`src/rtl/base_lane_pack.sv`:
```
// base_lane_pack: packs partially filled input beats (0..ways valid lanes)
// into dense output words of `ways` lanes, with packet-end flush.
// Optional macro BASE_LANE_PACK_CNT_CHK_EN: flag and drop beats whose lane
// count exceeds `ways` (sticky o_err). Without it, o_err is tied low and
// oversized counts are clamped to `ways`.

// One output lane of the rotator plus the hold/input merge for that lane.
module base_lane_pack_lane #(
  parameter int width     = 1,
  parameter int ways      = 1,
  parameter int cnt_width = 1,
  parameter int lane      = 0
) (
  input  logic [ways*width-1:0] d_in,
  input  logic [cnt_width-1:0]  ptr,
  input  logic [width-1:0]      hold_lane,
  output logic [width-1:0]      rot_lane,
  output logic [width-1:0]      merged_lane
);
  // input lane k lands on packed position (ptr+k) mod ways
  always_comb begin
    rot_lane = '0;
    for (int k = 0; k < ways; k++)
      if (((k + int'(ptr)) % ways) == lane) rot_lane = d_in[k*width +: width];
  end

  // lanes below ptr are already filled from earlier beats
  assign merged_lane = (lane < int'(ptr)) ? hold_lane : rot_lane;
endmodule

module base_lane_pack #(
  parameter int width     = 1,
  parameter int ways      = 1,
  parameter int cnt_width = $clog2(ways+1)
) (
  input  logic                   clk,
  input  logic                   rst_n,
  input  logic                   i_v,
  output logic                   i_r,
  input  logic [ways*width-1:0]  i_d,
  input  logic [cnt_width-1:0]   i_cnt,
  input  logic                   i_end,
  output logic                   o_v,
  input  logic                   o_r,
  output logic [ways*width-1:0]  o_d,
  output logic [cnt_width-1:0]   o_cnt,
  output logic                   o_last,
  output logic                   o_err
);
  typedef enum logic {RUN, FLUSH} state_t;

  localparam logic [cnt_width:0] WAYS_S = (cnt_width+1)'(ways);

  logic [ways-1:0][width-1:0] hold_q, hold_n, rot, merged, ld_word, od_q;
  logic [cnt_width-1:0]       ptr_q, ptr_n, eff_cnt, ld_cnt;
  logic [cnt_width:0]         s, rem;
  state_t                     state_q, state_n;
  logic                       out_free, acc, load, ld_last;

  assign out_free = !o_v || o_r;
  assign i_r      = (state_q == RUN) && out_free;
  assign acc      = i_v && i_r;
  assign o_d      = od_q;

  for (genvar j = 0; j < ways; j++) begin : g_lane
    base_lane_pack_lane #(
      .width(width), .ways(ways), .cnt_width(cnt_width), .lane(j)
    ) u_lane (
      .d_in       (i_d),
      .ptr        (ptr_q),
      .hold_lane  (hold_q[j]),
      .rot_lane   (rot[j]),
      .merged_lane(merged[j])
    );
  end

`ifdef BASE_LANE_PACK_CNT_CHK_EN
  logic cnt_bad, err_q;
  assign cnt_bad = ({1'b0, i_cnt} > WAYS_S);
  // illegal beats write no lanes but still honour i_end
  assign eff_cnt = cnt_bad ? '0 : i_cnt;
  assign o_err   = err_q;

  // sticky illegal-count flag
  always_ff @(posedge clk or negedge rst_n)
    if (!rst_n) err_q <= 1'b0;
    else if (acc && cnt_bad) err_q <= 1'b1;
`else
  // clamp keeps ptr within range so the FSM stays legal
  assign eff_cnt = ({1'b0, i_cnt} > WAYS_S) ? WAYS_S[cnt_width-1:0] : i_cnt;
  assign o_err   = 1'b0;
`endif

  // next-state: merge beat into hold, decide what (if anything) to emit
  always_comb begin
    s       = {1'b0, ptr_q} + {1'b0, eff_cnt};
    rem     = s - WAYS_S;
    hold_n  = hold_q;
    ptr_n   = ptr_q;
    state_n = state_q;
    load    = 1'b0;
    ld_word = '0;
    ld_cnt  = '0;
    ld_last = 1'b0;
    if (state_q == FLUSH) begin
      // hold lanes >= ptr are kept zero, so hold is already a clean word
      if (out_free) begin
        load    = 1'b1;
        ld_word = hold_q;
        ld_cnt  = ptr_q;
        ld_last = 1'b1;
        hold_n  = '0;
        ptr_n   = '0;
        state_n = RUN;
      end
    end else if (acc) begin
      if (s < WAYS_S) begin
        for (int j = 0; j < ways; j++)
          ld_word[j] = (j < int'(s)) ? merged[j] : '0;
        if (i_end) begin
          load    = 1'b1;
          ld_cnt  = s[cnt_width-1:0];
          ld_last = 1'b1;
          hold_n  = '0;
          ptr_n   = '0;
        end else begin
          hold_n = ld_word;
          ptr_n  = s[cnt_width-1:0];
        end
      end else begin
        load    = 1'b1;
        ld_word = merged;
        ld_cnt  = WAYS_S[cnt_width-1:0];
        // rotated lanes below ptr are the overflow, already at positions 0..
        for (int j = 0; j < ways; j++)
          hold_n[j] = (j < int'(rem)) ? rot[j] : '0;
        ptr_n = rem[cnt_width-1:0];
        if (i_end) begin
          if (rem == '0) ld_last = 1'b1;
          else           state_n = FLUSH;
        end
      end
    end
  end

  // state and output register; reload on the drain cycle avoids bubbles
  always_ff @(posedge clk or negedge rst_n)
    if (!rst_n) begin
      state_q <= RUN;
      ptr_q   <= '0;
      hold_q  <= '0;
      o_v     <= 1'b0;
      od_q    <= '0;
      o_cnt   <= '0;
      o_last  <= 1'b0;
    end else begin
      state_q <= state_n;
      ptr_q   <= ptr_n;
      hold_q  <= hold_n;
      if (load) begin
        o_v    <= 1'b1;
        od_q   <= ld_word;
        o_cnt  <= ld_cnt;
        o_last <= ld_last;
      end else if (o_r) begin
        o_v <= 1'b0;
      end
    end
endmodule

```
`config.mk`:
```
export PLATFORM = sky130hd
export DESIGN_NAME = base_lane_pack
export DESIGN_NICKNAME = d
export VERILOG_FILES = /design/src/rtl/base_lane_pack.sv
export SDC_FILE = /design/constraint.sdc
export NUM_CORES = 1
export LEC_CHECK = 0
export CAP_MARGIN = 5
export CORE_AREA = 3 3 40 42
export CTS_CLUSTER_DIAMETER = 80
export DETAILED_ROUTE_END_ITERATION = 10
export DIE_AREA = 0 0 43 45
export HOLD_SLACK_MARGIN = 0.05
export SLEW_MARGIN = 20
export SYNTH_ARGS = -nofsm -noshare
export SYNTH_HDL_FRONTEND = slang
export SYNTH_SLANG_ARGS = --single-unit
```
`constraint.sdc`:
```
create_clock -name clk -period 1.8 [get_ports clk]
set_clock_uncertainty 0.1 [all_clocks]
set_input_delay 0.27 -clock clk [delete_from_list [all_inputs] [get_ports clk]]
set_output_delay 0.27 -clock clk [all_outputs]
set_load 0.02 [all_outputs]
```
Yosys cells after proc, flatten, opt, wreduce, memory -nomap -nowiden
Index checks and enable logic that the tools add are counted.

Output and inout port bits: 6. Word-level logic and storage cells: 62. Bits in registers: 7.

Eq/ne operators: 1. Reduce and logical (&&, ||, !) cells: 8. Order comparisons: 4. Add/subtract/negate cells: 2. Bitwise logic cells: 1. Muxes and demuxes: 39.

Operator list (count): two-way mux 1 bit (39); < comparator 1 x 2 -> 1 bit (first input constant) (2); nonzero test 2 bit (2); adder 1 x 1 -> 2 bit (1); logical AND 1 bit (2); logical NOT 2 bit (1); < comparator 2 x 1 -> 1 bit (second input constant) (1); inequality test 2 x 1 -> 1 bit (second input constant) (1); AND reduction 2 bit (1); subtractor 2 x 1 -> 2 bit (second input constant) (1); logical NOT 1 bit (1); logical OR 1 bit (1); < comparator 1 bit (first input constant) (1); inverter 1 bit (1).

Depth between registers and ports, before layout
Gate-level depths: netlist of the first run.

Depth in word-level cells: 8. Depth in mapped cells: 5.

Modules after synthesis
From an unflattened synthesis of the first run, not the netlist that was laid out.

Cells, all modules: 51. Area total of the unflattened synthesis: 469.2 µm².

By module, submodules not included: base_lane_pack (cells an instance 49, area an instance 446.7 µm², instances 1, sequential area each 175.2 µm²); base_lane_pack_lane (cells an instance 2, area an instance 22.5 µm², instances 1, sequential area each 0.0 µm²).

Worst setup path after synthesis of the first run
No wires, ideal clock.

Path kind: register to register. Start point: register ptr_q. End point: register od_q, in the netlist o_d. Cell stages (with the launch flop): 6. Setup slack: 0.382 ns. Required time: 1.613 ns. Data arrival time: 1.231 ns. Library setup time: 0.087 ns. Cells stage by stage: dfrtp_1 inv_1 ha_1 and2_1 o2111a_1 a211oi_2.

Longest elaborated chain between the ends: 6. Elaborated cells between the ends (all ways): 12.

RTL lines: start, declared (line 55) `logic [cnt_width-1:0] ptr_q, ptr_n, eff_cnt, ld_cnt;`; start signal, assigned (line 158) `ptr_q <= ptr_n;`; adder 1 x 1 -> 2 bit or < comparator 1 bit (tied branches) (line 96, 28); < comparator 1 x 2 -> 1 bit or two-way mux 1 bit (tied branches) (line 119, 28); two-way mux 1 bit (line 119) `ld_word[j] = (j < int'(s)) ? merged[j] : '0;`; two-way mux 1 bit (line 117) `if (s < WAYS_S) begin`; two-way mux 1 bit (line 116) `end else if (acc) begin`; two-way mux 1 bit (line 105) `if (state_q == FLUSH) begin`; end signal, assigned (line 162) `od_q <= ld_word;`; end, declared (line 54) `logic [ways-1:0][width-1:0] hold_q, hold_n, rot, merged, ld_word, od_q;`.

Parallel ways exist; a longest one is shown, timed or not. A chain may end at the register's enable or synchronous reset.

Worst setup path after layout of the first run
Start point: register o_v. End point: output port o_v.

RTL lines: start, declared (line 43) `output logic o_v,`; start signal, assigned (line 152) `o_v <= 1'b0;`; start signal, assigned (line 161) `o_v <= 1'b1;`; start signal, assigned (line 166) `o_v <= 1'b0;`.

No word-level cell between the ends.

==> flow_summary.ini, run 1 <==
[critical_path]
cp.required_ns = 1.43
cp_slowest_stage_delay_ns = 0.59
r2r_slack_ns = 0.24
crit_fanout = 2
timing_worst_setup_path_type = reg -> out
start_kind = flop
crit_arrival_ns = 1.31
rr_worst_depth = 6
crit_chain = buf_4, clkdlybuf4s50_1
cp_slowest_cell = clkdlybuf4s50_1
r2r-end = hold_q
endpoint_kind = output pin
timing.rr.start = ptr_q

[global_route]
antenna_found_initial = 0
first_global_vias = 422
grt_pass1_wl_um = 1770
overflow = 0
grt_max_degree = 11
grt_use_total_pct = 12.9

[final_layout]
multiInputGateArea_um2 = 280
final_nets = 80
layout_commonest_cell = clkdlybuf4s50_1
layout-drive-gt1-share_pct = 18.8
syn_to_final_growth_pct = 35.6
fill_cells = 130
antennaDiodeCount = 0
seqCellArea_um2 = 175
most-common-layout-cells = clkdlybuf4s50_1, dfrtp_1, buf_4, inv_1

[cts]
htree_levels = 1
clock-root-buffer = clkbuf_4
post_cts_buffers = 0
clock-sinks = 7
clk_latency_ns = 0.24
cts_tree = done
clkSlewWorstSetupHoldPaths_ns = 0.05
numCtsBuffers = 3
clk_path_buf_depth = 2

[routing]
routedWlPerCell_um = 12.7
dr.pass1.iters = 6
vias = 437
drtIter0Drc = 11
ant_nets = 0
drcViolationCount = 0
wl_um = 1070
avgViaCountPerCell = 5.20

[run]
maxCapViolCount = 0

[synth]
synthCells = 51
yosysWarningCount = 0
avgSynthCellArea_um2 = 9.79
synth_top_area_share_pct = 35.1
synth_seq_cells = 7
synth-seq-area-share_pct = 35.1
syn-num-nets = 61
synth_top_area_cell = dfrtp_1
ys_types = 27
netlist_area_um2 = 499
synth_area_leaders = dfrtp_1, ha_1, mux2i_1, nand2b_4, a211oi_1

[power]
ir_drop_mv = 0.610
totalPowerFinal_uw = 469
intPower_uw = 334
powerDensity_nw_per_um2 = 693
pwr-share-seq_pct = 39.6
p_switching_uw = 135
swShare_pct = 28.7
pwr-share-comb_pct = 30.5
p_leak_nw = 0.303
pwr-share-clk_pct = 29.9

[sta]
hold_viol_final = 0
hold_slack_ns = 0.185
slew_violations = 0
final.min_clock_period_ns = 1.68
setup_viol = 0
rsz0062_at_grt = false
worst_slack_ns = 0.120
post-route-period-util_pct = 93.3
fmax_ghz = 0.595

[hold_path]
min_path_type = in -> async

[place]
portBuffers = 11
gp_congestion = 0.747
dp_slack_ns = -0.140

[die]
pin_count = 13
core-area_um2 = 1280
die_y_um = 45
dieArea_um2 = 1940
fp-row-count = 13
initial_core_util_pct = 38.9
die_x_um = 43

[run_status]
status = complete, no violations
[per-layer routing]
layer | share of wire [%] | GRT usage (%) | vias to the layer above
met5 | 0 | 0 | -
met4 | 1.2 | 5.42 | 0
met3 | 7.0 | 7.17 | 4
met2 | 49 | 19.8 | 14
met1 | 43 | 14.9 | 202
li1 | - | - | 217
[power by group through the flow]
| stage | registers (mW) | logic (mW) | clock network [mW] |
|---|---|---|---|
| global route | 0.188 | 0.154 | 0.155 |
| floorplan | 0.207 | 0.0588 | 0 |
| finish | 0.186 | 0.143 | 0.140 |
| CTS | 0.186 | 0.144 | 0.149 |
| detailed placement | 0.188 | 0.144 | 0 |
| global placement | 0.188 | 0.143 | 0 |
[critical path: cells and delay by family, from the launching register on]
| kind | cells | cell delay, ns |
|---|---|---|
| buffers and inverters | 2 | 0.72 |
| flip-flops | 1 | 0.34 |
[Yosys cell counts, drive strengths merged]
master,count
o32ai,1
dfrtp,7
a41o,1
nand2b,5
nand3,1
o21ai,1
conb,1
inv,4
buf,4
o22ai,1
o21a,1
a31oi,2
o2bb2ai,1
nand4,1
nor2b,2
nor2,2
a211oi,4
ha,3
and2,1
o2111a,1
mux2i,3
nand2,3
and4,1
[per-stage QoR]
stage / instance area (µm²) / util (%) / setup TNS [ns] / cells
3_3_place_gp: 652 / 50.7 / -0.160 / 80
6_report: 677 / 52.7 / 0 / 84
3_5_place_dp: 652 / 50.7 / -0.217 / 80
2_1_floorplan: 499 / - / 0 / 51
5_1_grt: 677 / 52.7 / 0 / 84
4_1_cts: 677 / 52.7 / 0 / 84
[sequential cells by signal, indices dropped and copies added, names as in the netlist]
| name | flops |
|---|---|
| o_cnt | 1 |
| state_q | 1 |
| ptr_q | 1 |
| hold_q | 1 |
| o_d | 1 |
| o_v | 1 |
| o_last | 1 |
[timing repair]
| action | in CTS | in global routing |
|---|---|---|
| resized for setup | 1 | 0 |
| endpoints found under the setup margin | 1 | 0 |
| hold buffers | 0 | 0 |
[worst max-delay path by stage]
stage                      from  slack, ns  depth (start not counted)   to
after floorplan           ptr_q       0.38                          5  o_d
after global placement      o_r       -0.1                          4  i_r
after detailed placement    o_r      -0.14                          4  i_r
after CTS                   o_v       0.11                          2  o_v
after global routing        o_v       0.07                          2  o_v
final                       o_v       0.12                          2  o_v
[area by class of cell]
cell class / instances / area share (%)
flip-flops and latches: 7 / 25.9
clock buffers: 4 / 3.88
well taps: 15 / 2.77
repair buffers: 18 / 23.8
multi-input cells: 36 / 41.4
inverters: 4 / 2.22
[cell families after synthesis]
group | synth area share (%)
AND/OR/NAND/NOR | 20.8
AO/OA/AOI/OAI | 21.1
buffers and inverters | 8.77
flip-flops | 35.1
multiplexers | 6.02
adder cells (fa/ha/maj) | 7.52
other | 0.751
Note: power is estimated with default switching activity, not from simulation.
==> run 2, diff against run 1 <==
--- a/config.mk
+++ b/config.mk
@@ -7,6 +7,7 @@
 export LEC_CHECK = 0
 export CAP_MARGIN = 5
 export CORE_AREA = 3 3 40 42
+export CTS_BUF_LIST = sky130_fd_sc_hd__clkbuf_4 sky130_fd_sc_hd__clkbuf_8
 export CTS_CLUSTER_DIAMETER = 80
 export DETAILED_ROUTE_END_ITERATION = 10
 export DIE_AREA = 0 0 43 45
@@ -15,3 +16,4 @@
 export SYNTH_ARGS = -nofsm -noshare
 export SYNTH_HDL_FRONTEND = slang
 export SYNTH_SLANG_ARGS = --single-unit
+export TNS_END_PERCENT = 1
==> run 2 against run 1 <==
Highest routed layer unchanged. Via count is 3.2% higher. Worst hold slack worse by 0.0043 ns. Wire length is 0.84% higher. Utilization is 0.29 points higher. Fmax hardly changed. Combinational power hardly changed. Global-route usage is 0.16 points lower. Total power is 3.7% higher. Largest cell class unchanged. Count of clock-buffer cells in the layout stayed put. Worst setup slack better by 0.00066 ns. Non-clock buffer count stayed put.
==> flow_summary.ini, run 2 (synthesis results as in run 1) <==
[sta]
post-route-period-util_pct = 93.3
setup_viol = 0
fmax_ghz = 0.596
slew_violations = 0
final.min_clock_period_ns = 1.68
hold_viol_final = 0
setup_tns_ns = 0
hold_slack_ns = 0.181
worst_slack_ns = 0.121
rsz0062_at_grt = false

[die]
die_x_um = 43
initial_core_util_pct = 38.9
pin_count = 13
dieArea_um2 = 1940
core-area_um2 = 1280
fp-row-count = 13
die_y_um = 45

[cts]
clock-root-buffer = clkbuf_4
clkSlewWorstSetupHoldPaths_ns = 0.06
post_cts_buffers = 0
clock-sinks = 7
clk_path_buf_depth = 2
htree_levels = 1
numCtsBuffers = 3
cts_tree = done
clk_latency_ns = 0.24

[global_route]
overflow = 0
first_global_vias = 417
grt_pass1_wl_um = 1750
grt_use_total_pct = 12.7
antenna_found_initial = 0
grt_max_degree = 11

[critical_path]
r2r-end = hold_q
timing.rr.start = ptr_q
crit_fanout = 2
endpoint_kind = output pin
start_kind = flop
timing_worst_setup_path_type = reg -> out
crit_start = o_v
rr_worst_depth = 6
endpoint = o_v
r2r_slack_ns = 0.23
crit_arrival_ns = 1.31
cp.required_ns = 1.43

[final_layout]
fill_cells = 131
final_nets = 80
finalCoreUtilization_pct = 53.0
syn_to_final_growth_pct = 36.3
layout_commonest_cell = clkdlybuf4s50_1
antennaDiodeCount = 0
multiInputGateArea_um2 = 280
design_area_um2 = 681
layout-drive-gt1-share_pct = 20.3
most-common-layout-cells = clkdlybuf4s50_1, dfrtp_1, buf_4, inv_1, clkbuf_4
seqCellArea_um2 = 175

[place]
gp_congestion = 0.747
placed_area_um2 = 652
portBuffers = 11
dp_slack_ns = -0.140

[routing]
wl_um = 1080
ant_nets = 0
drtIter0Drc = 14
dr.pass1.iters = 4
vias = 451
routedWlPerCell_um = 12.8
avgViaCountPerCell = 5.37
drcViolationCount = 0

[power]
powerDensity_nw_per_um2 = 714
ir_drop_mv = 0.585
p_leak_nw = 0.307

[run]
maxCapViolCount = 0

[hold_path]
min_path_type = in -> async

[run_status]
status = complete, no violations
## run 2: cell counts in the layout (fill, tap and decap cells not counted)
No cell type changed its count.
## run 2: what timing repair did
| item | CTS | global route |
|---|---|---|
| hold buffers | 0 | 0 |
| gates resized for setup | 1 | 0 |
| endpoints found under the hold margin | 0 | 0 |
| endpoints found under the setup margin | 1 | 0 |
## run 2: routing by layer
layer  GRT usage, %  up-vias  share of wire, %  wire length [µm]
met3           7.17        6               8.8                95
met1           14.1      207                42               455
li1               -      215                 -                 -
met5              0        -                 0                 0
met2           20.1       23                47               507
met4           5.42        0               1.6                17
## run 2: how the worst min path moves through the flow
stage | start | endpoint | slack, ns
floorplan | rst_n | hold_q | -0.13
global placement | state_q | o_v | 0.38
detailed placement | state_q | o_v | 0.38
CTS | rst_n | o_d | 0.18
global route | rst_n | o_d | 0.20
finish | rst_n | o_d | 0.18
## run 2: cell type report
type	instances	share of cell area, %
Tap cell	15	2.76
Sequential cell	7	25.7
Clock buffer	4	4.41
Multi-Input combinational cell	36	41.2
Inverter	4	2.21
Timing Repair Buffer	18	23.7
## run 2: critical path, cell delays in order (launching register included)
cell	delay, ns
dfrtp_1	0.34
buf_4	0.13
clkdlybuf4s50_1	0.59
## run 2: stage by stage
step	cells	total power, mW
final	84	0.486
after global routing	84	0.510
after CTS	84	0.493
after detailed placement	80	0.333
after global placement	80	0.331
after floorplan	51	0.266
## run 2: where the power goes
part	switching, mW	internal (mW)	leakage [nW]
logic	0.0682	0.0753	0.200
registers	0.0109	0.175	0.0879
clock network	0.0576	0.0996	0.0184
total	0.137	0.349	0.307
==> run 3, diff against run 2 <==
--- a/config.mk
+++ b/config.mk
@@ -11,8 +11,9 @@
 export CTS_CLUSTER_DIAMETER = 80
 export DETAILED_ROUTE_END_ITERATION = 10
 export DIE_AREA = 0 0 43 45
+export GPL_ROUTABILITY_DRIVEN = 0
 export HOLD_SLACK_MARGIN = 0.05
-export SLEW_MARGIN = 20
+export SLEW_MARGIN = 25
 export SYNTH_ARGS = -nofsm -noshare
 export SYNTH_HDL_FRONTEND = slang
 export SYNTH_SLANG_ARGS = --single-unit
==> constraint.sdc (replaced) <==
create_clock -name clk -period 1.8 [get_ports clk]
set_clock_uncertainty 0.1 [all_clocks]
set_input_delay 0.27 -clock clk [delete_from_list [all_inputs] [get_ports clk]]
set_output_delay 0.27 -clock clk [all_outputs]
set_load 0.05 [all_outputs]
==> run 3 against run 2 <==
Non-clock buffer count down 3. Largest cell class unchanged. Wire length down 7.9%. Total power up 7.3%. Worst setup slack better by 0.080 ns. Highest routed layer is now met3. Largest power group unchanged. Via count down 8.9%. Combinational power up 22%. Sequential share of layout area up 0.73 points. Sequential cell count unchanged. Register-to-register slack worse by 0.02 ns.
==> flow_summary.ini, run 3 (synthesis results as in run 1) <==
[run_status]
status = complete, no violations

[power]
ir_drop_mv = 0.475
swShare_pct = 34.0
pwr-share-clk_pct = 30.5
intPower_uw = 344
p_leak_nw = 0.302
powerDensity_nw_per_um2 = 788
pwr-share-seq_pct = 36.0
pwr-share-comb_pct = 33.5
p_switching_uw = 177

[cts]
cts_hold_buf = 0
numCtsBuffers = 3
clk_latency_ns = 0.25
clkSlewWorstSetupHoldPaths_ns = 0.06
clock-sinks = 7
post_cts_buffers = 0
cts_tree = done
clk_path_buf_depth = 2
htree_levels = 1
post_cts_resized = 0
clock-root-buffer = clkbuf_4

[routing]
ant_nets = 0
routedWlPerCell_um = 12.2
wl_um = 990
drtIter0Drc = 8
vias = 411
avgViaCountPerCell = 5.07
dr.pass1.iters = 2
drcViolationCount = 0

[critical_path]
crit_arrival_ns = 1.23
cp_slowest_stage_delay_ns = 0.40
rr_worst_depth = 6
crit_chain = nor2b_1, nor2_2, buf_12
endpoint_kind = output pin
crit_fanout = 4
cp_slowest_cell = dfrtp_1
r2r_slack_ns = 0.21
start_kind = flop
r2r-end = hold_q
cp.required_ns = 1.43
timing.rr.start = ptr_q
timing_worst_setup_path_type = reg -> out

[global_route]
grt_use_total_pct = 12.3
overflow = 0
grt_pass1_wl_um = 1700
antenna_found_initial = 0
grt_max_degree = 12
first_global_vias = 374

[final_layout]
layout_commonest_cell = buf_4
layout-drive-gt1-share_pct = 25.8
final_nets = 77
fill_cells = 126
syn_to_final_growth_pct = 32.6
most-common-layout-cells = buf_4, dfrtp_1, clkdlybuf4s50_1, inv_1, clkbuf_4
seqCellArea_um2 = 175
finalCoreUtilization_pct = 51.5
multiInputGateArea_um2 = 283
antennaDiodeCount = 0

[die]
core-area_um2 = 1280
die_y_um = 45
die_x_um = 43
fp-row-count = 13
pin_count = 13
initial_core_util_pct = 38.9
dieArea_um2 = 1940

[place]
portBuffers = 11
dp_hpwl_um = 772

[sta]
slew_violations = 0
fmax_ghz = 0.626
final.min_clock_period_ns = 1.60
post-route-period-util_pct = 88.8
rsz0062_at_grt = false
setup_tns_ns = 0
hold_viol_final = 0
setup_viol = 0

[hold_path]
min_path_type = in -> async

[run]
maxCapViolCount = 0
run 3: cell types whose count changed in the layout (fill, tap and decap cells not counted), sizes merged:
cell	previous run	this run
dlygate4sd2	1	0
buf	7	9
clkdlybuf4s50	10	6
run 3: power groups by stage:
stage               Combinational, mW  Clock (mW)  Sequential, mW
finish                          0.175       0.159           0.188
global route                    0.185       0.178           0.190
CTS                             0.177       0.166           0.188
detailed placement              0.176           0           0.191
global placement                0.176           0           0.190
floorplan                      0.0660           0           0.240
run 3: through the flow:
stage | instances | setup slack (ns) | hold WS, ns | cell area (µm²) | power (mW)
after detailed placement | 77 | -0.0486 | 0.377 | 632 | 0.367
after global placement | 77 | -0.0642 | 0.381 | 632 | 0.366
after global routing | 81 | 0.0876 | 0.185 | 662 | 0.554
after CTS | 81 | 0.172 | 0.182 | 662 | 0.531
after floorplan | 51 | 0.156 | -0.126 | 502 | 0.306
final | 81 | 0.202 | 0.179 | 662 | 0.522
run 3: layout make-up:
cell class | count | area share, %
timing repair buffer | 15 | 21.2
tap | 15 | 2.84
sequential | 7 | 26.5
clock buffer | 4 | 4.54
multi-input combinational | 36 | 42.7
inverter | 4 | 2.27
run 3: worst max path at each step:
stage,from,endpoint,slack (ns),cells after the start
finish,o_v,i_r,0.20,3
global route,o_v,i_r,0.09,3
CTS,o_v,i_r,0.17,3
detailed placement,i_cnt,hold_q,-0.05,7
global placement,i_cnt,hold_q,-0.06,7
floorplan,o_v,i_r,0.16,2
run 3: per-layer routing:
layer	GRT usage, %	part of all wire [%]	up-vias	wire length, µm
li1	-	-	215	-
met1	16.0	49	187	487
met2	18.0	45	9	447
met3	5.98	5.5	0	54
met4	3.61	0	0	0
met5	0	0	-	0
run 3: critical path, delay by kind of cell (launching register included):
family,cells,cell delay (ns)
buf+inv,1,0.16
flops,1,0.40
simple gates,2,0.41
